--- src/rtl/config_pkg.sv ---
// rtl/config_pkg.sv - core configuration record and PMA range-check helpers
package config_pkg;

  typedef struct packed {
    int unsigned       NrNonIdempotentRules;
    logic [15:0][63:0] NonIdempotentAddrBase;
    logic [15:0][63:0] NonIdempotentLength;
    int unsigned       NrExecuteRegionRules;
    logic [15:0][63:0] ExecuteRegionAddrBase;
    logic [15:0][63:0] ExecuteRegionLength;
    int unsigned       NrCachedRegionRules;
    logic [15:0][63:0] CachedRegionAddrBase;
    logic [15:0][63:0] CachedRegionLength;
  } cva6_cfg_t;

  localparam cva6_cfg_t cva6_cfg_empty = '0;

  typedef struct packed {
    logic nonidem;
    logic exec;
    logic cache;
  } pma_attr_t;

  // The 65-bit sum keeps regions that end at 2^64 from wrapping; len = 0 never matches.
  function automatic logic range_check(logic [63:0] base, logic [63:0] len, logic [63:0] address);
    return (address >= base) && ({1'b0, address} < (65'(base) + 65'(len)));
  endfunction

  function automatic pma_attr_t range_check_slice(cva6_cfg_t Cfg, logic [63:0] addr,
                                                  logic [4:0] start, int unsigned rpc);
    pma_attr_t   hit;
    int unsigned k;
    hit = '0;
    for (int unsigned j = 0; j < 16; j++) begin
      k = 32'(start) + j;
      if (j < rpc && k < 16) begin
        if (k < Cfg.NrNonIdempotentRules)
          hit.nonidem = hit.nonidem | range_check(Cfg.NonIdempotentAddrBase[k[3:0]],
                                                  Cfg.NonIdempotentLength[k[3:0]], addr);
        if (k < Cfg.NrExecuteRegionRules)
          hit.exec = hit.exec | range_check(Cfg.ExecuteRegionAddrBase[k[3:0]],
                                            Cfg.ExecuteRegionLength[k[3:0]], addr);
        if (k < Cfg.NrCachedRegionRules)
          hit.cache = hit.cache | range_check(Cfg.CachedRegionAddrBase[k[3:0]],
                                              Cfg.CachedRegionLength[k[3:0]], addr);
      end
    end
    return hit;
  endfunction

endpackage

--- src/rtl/pma_scan_ctrl_pkg.sv ---
// rtl/pma_scan_ctrl_pkg.sv - FSM encoding and sizing helpers for the PMA scan controller
package pma_scan_ctrl_pkg;

  localparam int unsigned IdxWidth = 5;

  typedef enum logic [1:0] {
    IDLE,
    SCAN,
    RESP
  } scanState_e;

  function automatic int unsigned maxRules(config_pkg::cva6_cfg_t cfg);
    int unsigned m;
    m = cfg.NrNonIdempotentRules;
    if (cfg.NrExecuteRegionRules > m) m = cfg.NrExecuteRegionRules;
    if (cfg.NrCachedRegionRules > m) m = cfg.NrCachedRegionRules;
    return m;
  endfunction

endpackage

--- src/rtl/pma_scan_slice.sv ---
// rtl/pma_scan_slice.sv - combinational evaluator for one window of PMA rules in all three tables
module pma_scan_slice
  import config_pkg::*;
#(
  parameter cva6_cfg_t   CVA6Cfg       = cva6_cfg_empty,
  parameter int unsigned RulesPerCycle = 4
) (
  input  logic [63:0] addr,
  input  logic [4:0]  start,
  output pma_attr_t   hit
);

  assign hit = range_check_slice(CVA6Cfg, addr, start, RulesPerCycle);

endmodule

--- src/rtl/pma_scan_ctrl.sv ---
// rtl/pma_scan_ctrl.sv - iterative PMA lookup: walks the rule tables a window per cycle
module pma_scan_ctrl
  import config_pkg::*;
  import pma_scan_ctrl_pkg::*;
#(
  parameter cva6_cfg_t   CVA6Cfg       = cva6_cfg_empty,
  parameter int unsigned RulesPerCycle = 4,
  parameter int unsigned TagWidth      = 4
) (
  input  logic                clk_i,
  input  logic                rst_ni,
  input  logic                flush_i,
  input  logic                req_valid_i,
  output logic                req_ready_o,
  input  logic [63:0]         req_addr_i,
  input  logic [TagWidth-1:0] req_tag_i,
  output logic                rsp_valid_o,
  input  logic                rsp_ready_i,
  output logic [TagWidth-1:0] rsp_tag_o,
  output logic                rsp_nonidem_o,
  output logic                rsp_exec_o,
  output logic                rsp_cache_o,
  output logic [4:0]          rsp_cycles_o,
  output logic                busy_o
);

  localparam int unsigned MaxRules = maxRules(CVA6Cfg);
  localparam logic [5:0]  Step     = 6'(RulesPerCycle);
  localparam logic [5:0]  Last     = 6'(MaxRules);

  scanState_e          state;
  logic [63:0]         addrQ;
  logic [TagWidth-1:0] tagQ;
  pma_attr_t           flagsQ;
  logic [IdxWidth-1:0] idxQ;
  logic [IdxWidth-1:0] cntQ;
  pma_attr_t           sliceHit;
  pma_attr_t           flagsNext;
  logic                scanDone;

  pma_scan_slice #(
    .CVA6Cfg      (CVA6Cfg),
    .RulesPerCycle(RulesPerCycle)
  ) i_slice (
    .addr (addrQ),
    .start(idxQ),
    .hit  (sliceHit)
  );

  assign flagsNext = pma_attr_t'(flagsQ | sliceHit);
  // Stop once the last window is covered or nothing further can change the answer.
  assign scanDone  = (({1'b0, idxQ} + Step) >= Last) ||
                     (flagsNext.nonidem && flagsNext.exec && flagsNext.cache);

  always_ff @(posedge clk_i or negedge rst_ni) begin
    if (!rst_ni) begin
      state  <= IDLE;
      addrQ  <= '0;
      tagQ   <= '0;
      flagsQ <= '0;
      idxQ   <= '0;
      cntQ   <= '0;
    end else if (flush_i) begin
      state  <= IDLE;
      flagsQ <= '0;
      cntQ   <= '0;
    end else begin
      unique case (state)
        IDLE: if (req_valid_i) begin
          addrQ  <= req_addr_i;
          tagQ   <= req_tag_i;
          flagsQ <= '0;
          idxQ   <= '0;
          cntQ   <= '0;
          state  <= SCAN;
        end
        SCAN: begin
          flagsQ <= flagsNext;
          idxQ   <= idxQ + Step[IdxWidth-1:0];
          cntQ   <= cntQ + 5'd1;
          if (scanDone) state <= RESP;
        end
        RESP: if (rsp_ready_i) state <= IDLE;
        default: state <= IDLE;
      endcase
    end
  end

  assign req_ready_o   = (state == IDLE) && !flush_i;
  assign rsp_valid_o   = (state == RESP);
  assign busy_o        = (state != IDLE);
  assign rsp_tag_o     = tagQ;
  assign rsp_nonidem_o = flagsQ.nonidem;
  assign rsp_exec_o    = flagsQ.exec;
  assign rsp_cache_o   = flagsQ.cache;
  assign rsp_cycles_o  = cntQ;

endmodule

--- config.mk ---
export PLATFORM = sky130hd
export DESIGN_NAME = pma_scan_ctrl
export DESIGN_NICKNAME = d
export VERILOG_FILES = /design/src/rtl/config_pkg.sv /design/src/rtl/pma_scan_ctrl_pkg.sv /design/src/rtl/pma_scan_slice.sv /design/src/rtl/pma_scan_ctrl.sv
export SDC_FILE = /design/constraint.sdc
export NUM_CORES = 1
export LEC_CHECK = 0
export ABC_CLOCK_PERIOD_IN_PS = 1550
export BUFFER_PORTS_ARGS = -buffer_cell sky130_fd_sc_hd__buf_4
export CORE_MARGIN = 2
export CORE_UTILIZATION = 27
export DETAILED_ROUTE_END_ITERATION = 8
export HOLD_SLACK_MARGIN = 0.15
export PLACE_DENSITY = 0.88
export SLEW_MARGIN = 20
export SYNTH_ARGS = -nofsm -noshare
export SYNTH_HDL_FRONTEND = slang
export SYNTH_SLANG_ARGS = --single-unit
export TNS_END_PERCENT = 1
--- constraint.sdc ---
create_clock -name clk_i -period 1.55 [get_ports clk_i]
set_clock_uncertainty 0.15 [all_clocks]
set_input_delay 0.155 -clock clk_i [delete_from_list [all_inputs] [get_ports clk_i]]
set_output_delay 0.155 -clock clk_i [all_outputs]
set_load 0.01 [all_outputs]
Word level (Yosys, flattened, before mapping):

Memory sizes are Yosys's and may differ from the RTL's.
Index checks and enable logic that the tools add are counted.
W data, S select, Z words.

* flip-flop bits (word level): 83
* word-level logic and storage cells: 107
* input bits: 73
* output and inout port bits: 15
* ROM bits: 4096
* memories kept: 4

* reduce and logical (&&, ||, !) cells: 17
* mux-type cells: 30
* equal/unequal tests: 6
* magnitude comparators: 21
* add/sub/neg operators: 10
* bitwise logic cells: 11

Memory list
* (name not given): depth 16, width 64, read ports 1, clocked after memory_dff 0, wr ports 0, RTL line config_pkg.sv:38 `hit.nonidem = hit.nonidem | range_check(Cfg.NonIdempotentAddrBase[k[3:0]],`
* (name not given): depth 16, width 64, read ports 1, clocked after memory_dff 0, wr ports 0, RTL line config_pkg.sv:38
* (name not given): depth 16, width 64, read ports 1, clocked after memory_dff 0, wr ports 0, RTL line config_pkg.sv:38
* (name not given): depth 16, width 64, read ports 1, clocked after memory_dff 0, wr ports 0, RTL line config_pkg.sv:38

Operators with widths (number)
* $add A64 B64 Y65: 4
* $lt A64 B65 Y1: 4
* $ge A64 B64 Y1: 4
* $mux W64: 4
* $lt A32 B1 Y1 const B: 3
* $lt A32 B5 Y1 const B: 3
* $lt A4 B5 Y1 const B: 4
* $pmux W5 S2: 2
* $mux W3: 6
* $add A5 B2 Y6 const B: 2
* $mux W1: 10
* $mux W5: 2
* $or A1 B1 Y1: 9
* $reduce_and A3 Y1: 3
* $mux W2: 4
* $logic_and A1 B1 Y1: 7
* $add A5 B1 Y6 const B: 1
* $add A5 B3 Y6 const B: 1
* $ge A6 B1 Y1 const B: 1
* $ne A3 B3 Y1 const B: 2
* $pmux W2 S3: 1
* $pmux W3 S2: 1
* $add A5 B1 Y5 const B: 1
* $add A5 B3 Y5 const B: 1
* 14 further kinds: 15

Depth between registers and ports, before layout:

* depth after elaboration: 23
* depth in mapped cells: 4
* mapped depth without buffers: 4

Modules after synthesis:

A second synthesis with hierarchy kept.

* cell total of the unflattened synthesis: 217
* area, all modules: 3265.6 µm²

By module, submodules not included
* pma_scan_ctrl: sequential area each 2026.9 µm², times used 1, area an instance 3239.4 µm², cells an instance 213
* pma_scan_slice: sequential area each 0.0 µm², times used 1, area an instance 26.3 µm², cells an instance 4

Worst setup path before layout:

No wires, ideal clock.

* path kind: flip-flop to flip-flop
* start point: register state[1]
* end point: register tagQ[0] (netlist: rsp_tag_o[0])
* clock period less this slack: 1506 ps
* setup time: 125 ps
* buffers on the path: 1
* stages on the path, launching flop included: 5
* arrival: 1231 ps
* required time: 1275 ps
* slack: 44 ps
* cell sequence: dfrtp_1 > nor3_2 > and2_4 > buf_6 > mux2_4

* longest elaborated chain between the ends: 2

RTL lines
* start, declared: RTL line pma_scan_ctrl.sv:31 `scanState_e state;`
* start signal, assigned: RTL line pma_scan_ctrl.sv:57 `state <= IDLE;`
* start signal, assigned: RTL line pma_scan_ctrl.sv:64 `state <= IDLE;`
* start signal, assigned: RTL line pma_scan_ctrl.sv:75 `state <= SCAN;`
* $logic_not A2 Y1: RTL line pma_scan_ctrl.sv:68 `unique case (state)`
* $reduce_and A3 Y1 (no line)
* end signal, assigned: RTL line pma_scan_ctrl.sv:71 `tagQ <= req_tag_i;`
* end, declared: RTL line pma_scan_ctrl.sv:33 `logic [TagWidth-1:0] tagQ;`

No other way between the ends.
A chain may end at the register's enable or synchronous reset.

Worst setup path in the final report:

* start point: register state[0]
* end point: output port busy_o

* longest elaborated chain between the ends: 1

RTL lines
* $reduce_bool A2 Y1: RTL line pma_scan_ctrl.sv:91 `assign busy_o = (state != IDLE);`
* end, declared: RTL line pma_scan_ctrl.sv:24 `output logic busy_o`

No other way between the ends.

==> metrics.md <==
| Metric | Value |
|---|---|
| Crit Path Category | `flip-flop to primary output` |
| Worst path required time | `between 1 and 1.5 ns` |
| CP Data Arrival Time | `1.21 ns` |
| Drt pass-1 iters | `2` |
| Final Non-Filler Cells | `106` |
| Vias | `around 460` |
| Crit share post-route | `0.977` |
| Reg area | `275 um^2` |
| Top Ports | `between 80 and 90` |
| Num rows | `16` |
| WL final | `1270 um` |
| Routability cong. | `about 0.66` |
| Min-Delay Endpoint | `state[1]` |
| Layout cell share with drive strength beyond 1 | `0.405` |
| Initial antenna violation count | `0` |
| FMAX | `between 0.6 and 0.7 GHz` |
| Failing checks | `negative hold slack` |
| CP most frequent cell | `buf_4` |
| Hold Path Depth | `2` |
| Fillers | `~190` |
| Setup TNS | `0 ns` |
| FF-to-FF Start | `rsp_cycles_o[0]` |
| Hold path start | `flush_i` |
| Core area | `~2000 um^2` |
| Crit start category | `flip-flop` |
| Cts repair resizes | `0` |
| Slowest cell on the critical path | `dfrtp_1` |
| Crit path time final | `around 1.5 ns` |
| Yosys top cell area share | `0.499` |
| Global-route wire length before repair | `between 2000 and 2500 um` |
| FF-to-FF End | `rsp_cycles_o[4]` |
| Area growth, synth to finish | `48.8%` |
| Distinct cells, synth | `22` |
| Commonest non-fill, non-tap cell in the layout | `buf_4` |
| PD cells | `around 860 nW/um^2` |
| CTS tree | `done` |
| Dpl hpwl | `881 um` |
| Largest cells by area after synthesis | `dfrtp_1 50%, mux2_4 11%, buf_4 4.1%, nand3_1 3.6%, a31oi_1 3.4%` |
| VDD IR max | `approximately 0.00069 V` |
| Worst hold path type | `primary input to flip-flop` |
| Number of max-cap violations | `0` |
| Skew-Pair Late Insertion Delay | `around 0.27 ns` |
| Delay of the slowest cell on the worst path | `0.39 ns` |
| Biggest area consumer among synthesized cells | `dfrtp_1` |
| Starting Density | `0.284` |
| Worst-path clk slew | `0.07 ns` |
| CP Capture Type | `primary output` |
| Largest net degree at the start of global routing | `12` |
| H-tree depth | `1` |
| Initial detailed-routing violation count | `3` |
| Worst Reg-to-Reg Cells | `4` |
| Status | `finished with violations` |
| CTS Sinks | `11` |
| Avg WL per Cell | `between 10 and 15 um` |
| Syn avg cell area | `11.5 um^2` |
| Worst hold slack | `-0.0535 ns` |
| RSZ-0062 raised after global routing | `false` |
| Ant diodes | `0` |
| Hold buffer count at CTS | `7` |
| Synth Cell Area | `~550 um^2` |
| Yosys Warn Count | `0` |
| Clock Path Buffers | `2` |
| Drt drc | `0` |
| Top delay family on crit path | `flip-flops` |
| Yosys reg bits | `11` |
| WP buf/inv | `2` |
| Routed Antenna Nets | `0` |
| Final number of hold-violating endpoints | `6` |
| Area occupied by multi-input gates | `250 um^2` |
| Root Driver | `clkbuf_4` |
| CTS buffer count | `3` |
| Placed cells | `94` |
| Via density | `roughly 4.4` |
| Count of final setup violators | `0` |
| Total GRT Usage | `0.117` |
| Vias in the first global route | `~500` |
| Leak | `0.390 nW` |
| Worst rel slew slack | `0.666` |
| Layout net count | `between 150 and 200` |
| Post-Synthesis Cells | `between 40 and 50` |
| Fin. max-slew vios | `0` |
| Slack of the worst reg-to-reg path | `about 0.07 ns` |
| Critical path, cell by cell | `buf_4 > or2_2 > buf_4` |
| Chip height | `49.2 um` |
| Slew @ Worst Pin | `0.499 ns` |
| Overflow after GRT | `0` |
| Die area | `2420 um^2` |
| Die Width | `roughly 49 um` |
| Critical-path maximum fanout | `4` |
| Post-synthesis sequential area ratio | `0.499` |
| Most frequent cells in the layout | `22 x buf_4, 11 x dfrtp_1, 7 x dlygate4sd3_1` |
| IO buf count | `20` |
[cells by family (layout without fill, tap and decap cells)]
kind of cell | Yosys count | after routing | share of synthesized area
other | 1 | 3 | 0.00680
adder cells (fa/ha/maj) | 1 | 1 | 0.0227
AO/OA/AOI/OAI | 6 | 6 | 0.0703
flip-flops | 11 | 11 | 0.499
buffers and inverters | 4 | 33 | 0.0612
AND/OR/NAND/NOR | 20 | 20 | 0.213
multiplexers | 5 | 5 | 0.127
[state kept, by name (all words and copies together) (netlist names)]
register and flops:
state 2, rsp_cycles_o 5, rsp_tag_o 4
[timing repair]
action	CTS	global route
buffers inserted	1	0
setup endpoints to repair	1	0
endpoints found under the hold margin	22	7
[cells in the mapped netlist]
cell type  instances
nand2_1            3
dfrtp_1           11
ha_1               1
a21oi_1            1
nand3_1            4
nor2b_1            1
nor2_1             2
nand3b_1           2
and2_4             1
mux2i_1            1
a31oi_1            3
o21bai_1           1
or3_1              2
nor3_2             1
buf_6              1
mux2_4             4
buf_4              3
conb_1             1
nand2b_1           2
or2_2              1
and2b_1            1
a22oi_1            1
[worst reg2reg max path, delay by kind of cell, from the launching register on]
kind,cells,cell delay (ns)
simple gates,2,0.44
fa+ha+maj,1,0.22
compound gates,1,0.18
flops,1,0.42
[report_power, final]
part	internal (mW)	leakage [nW]	total, mW	switching (mW)
registers	0.314	0.143	0.333	0.0190
logic	0.106	0.232	0.174	0.0674
clock network	0.0996	0.0150	0.200	0.101
total	0.519	0.390	0.706	0.187
[worst max-delay path by stage]
stage | startpoint | end | slack, ns | cells past startpoint
floorplan | state[1] | rsp_tag_o[0] | 0.04 | 4
global placement | state[1] | rsp_tag_o[3] | 0.14 | 3
detailed placement | rsp_cycles_o[0] | rsp_cycles_o[4] | 0.10 | 4
CTS | state[0] | busy_o | 0.05 | 3
global route | state[0] | busy_o | 0.00003 | 3
finish | state[0] | busy_o | 0.04 | 3
[per-stage QoR]
step | utilization | area, um^2 | power, mW | hold WS [ns] | worst slack, ns
floorplan | - | 559 | 0.421 | -0.291 | 0.0443
global placement | 0.369 | 717 | 0.489 | -0.159 | 0.140
detailed placement | 0.369 | 717 | 0.494 | -0.153 | 0.105
CTS | 0.423 | 821 | 0.711 | -0.0634 | 0.0474
global route | 0.423 | 821 | 0.751 | -0.0632 | 0.0000278
finish | 0.423 | 821 | 0.706 | -0.0535 | 0.0364
[metal layers]
metal  vias up  wire [um]  GRT usage
met5         -          0          0
li1        229          -          -
met2        13        631      0.203
met1       222        571      0.132
met3         0         71     0.0552
met4         0          0     0.0143
[final cells by class]
class                      instances  share of cell area
sequential                        11               0.335
multi-input combinational         35               0.305
timing repair buffer              29               0.287
tap                               27              0.0412
clock buffer                       4              0.0320
Note: power is estimated with default switching activity, not from simulation.
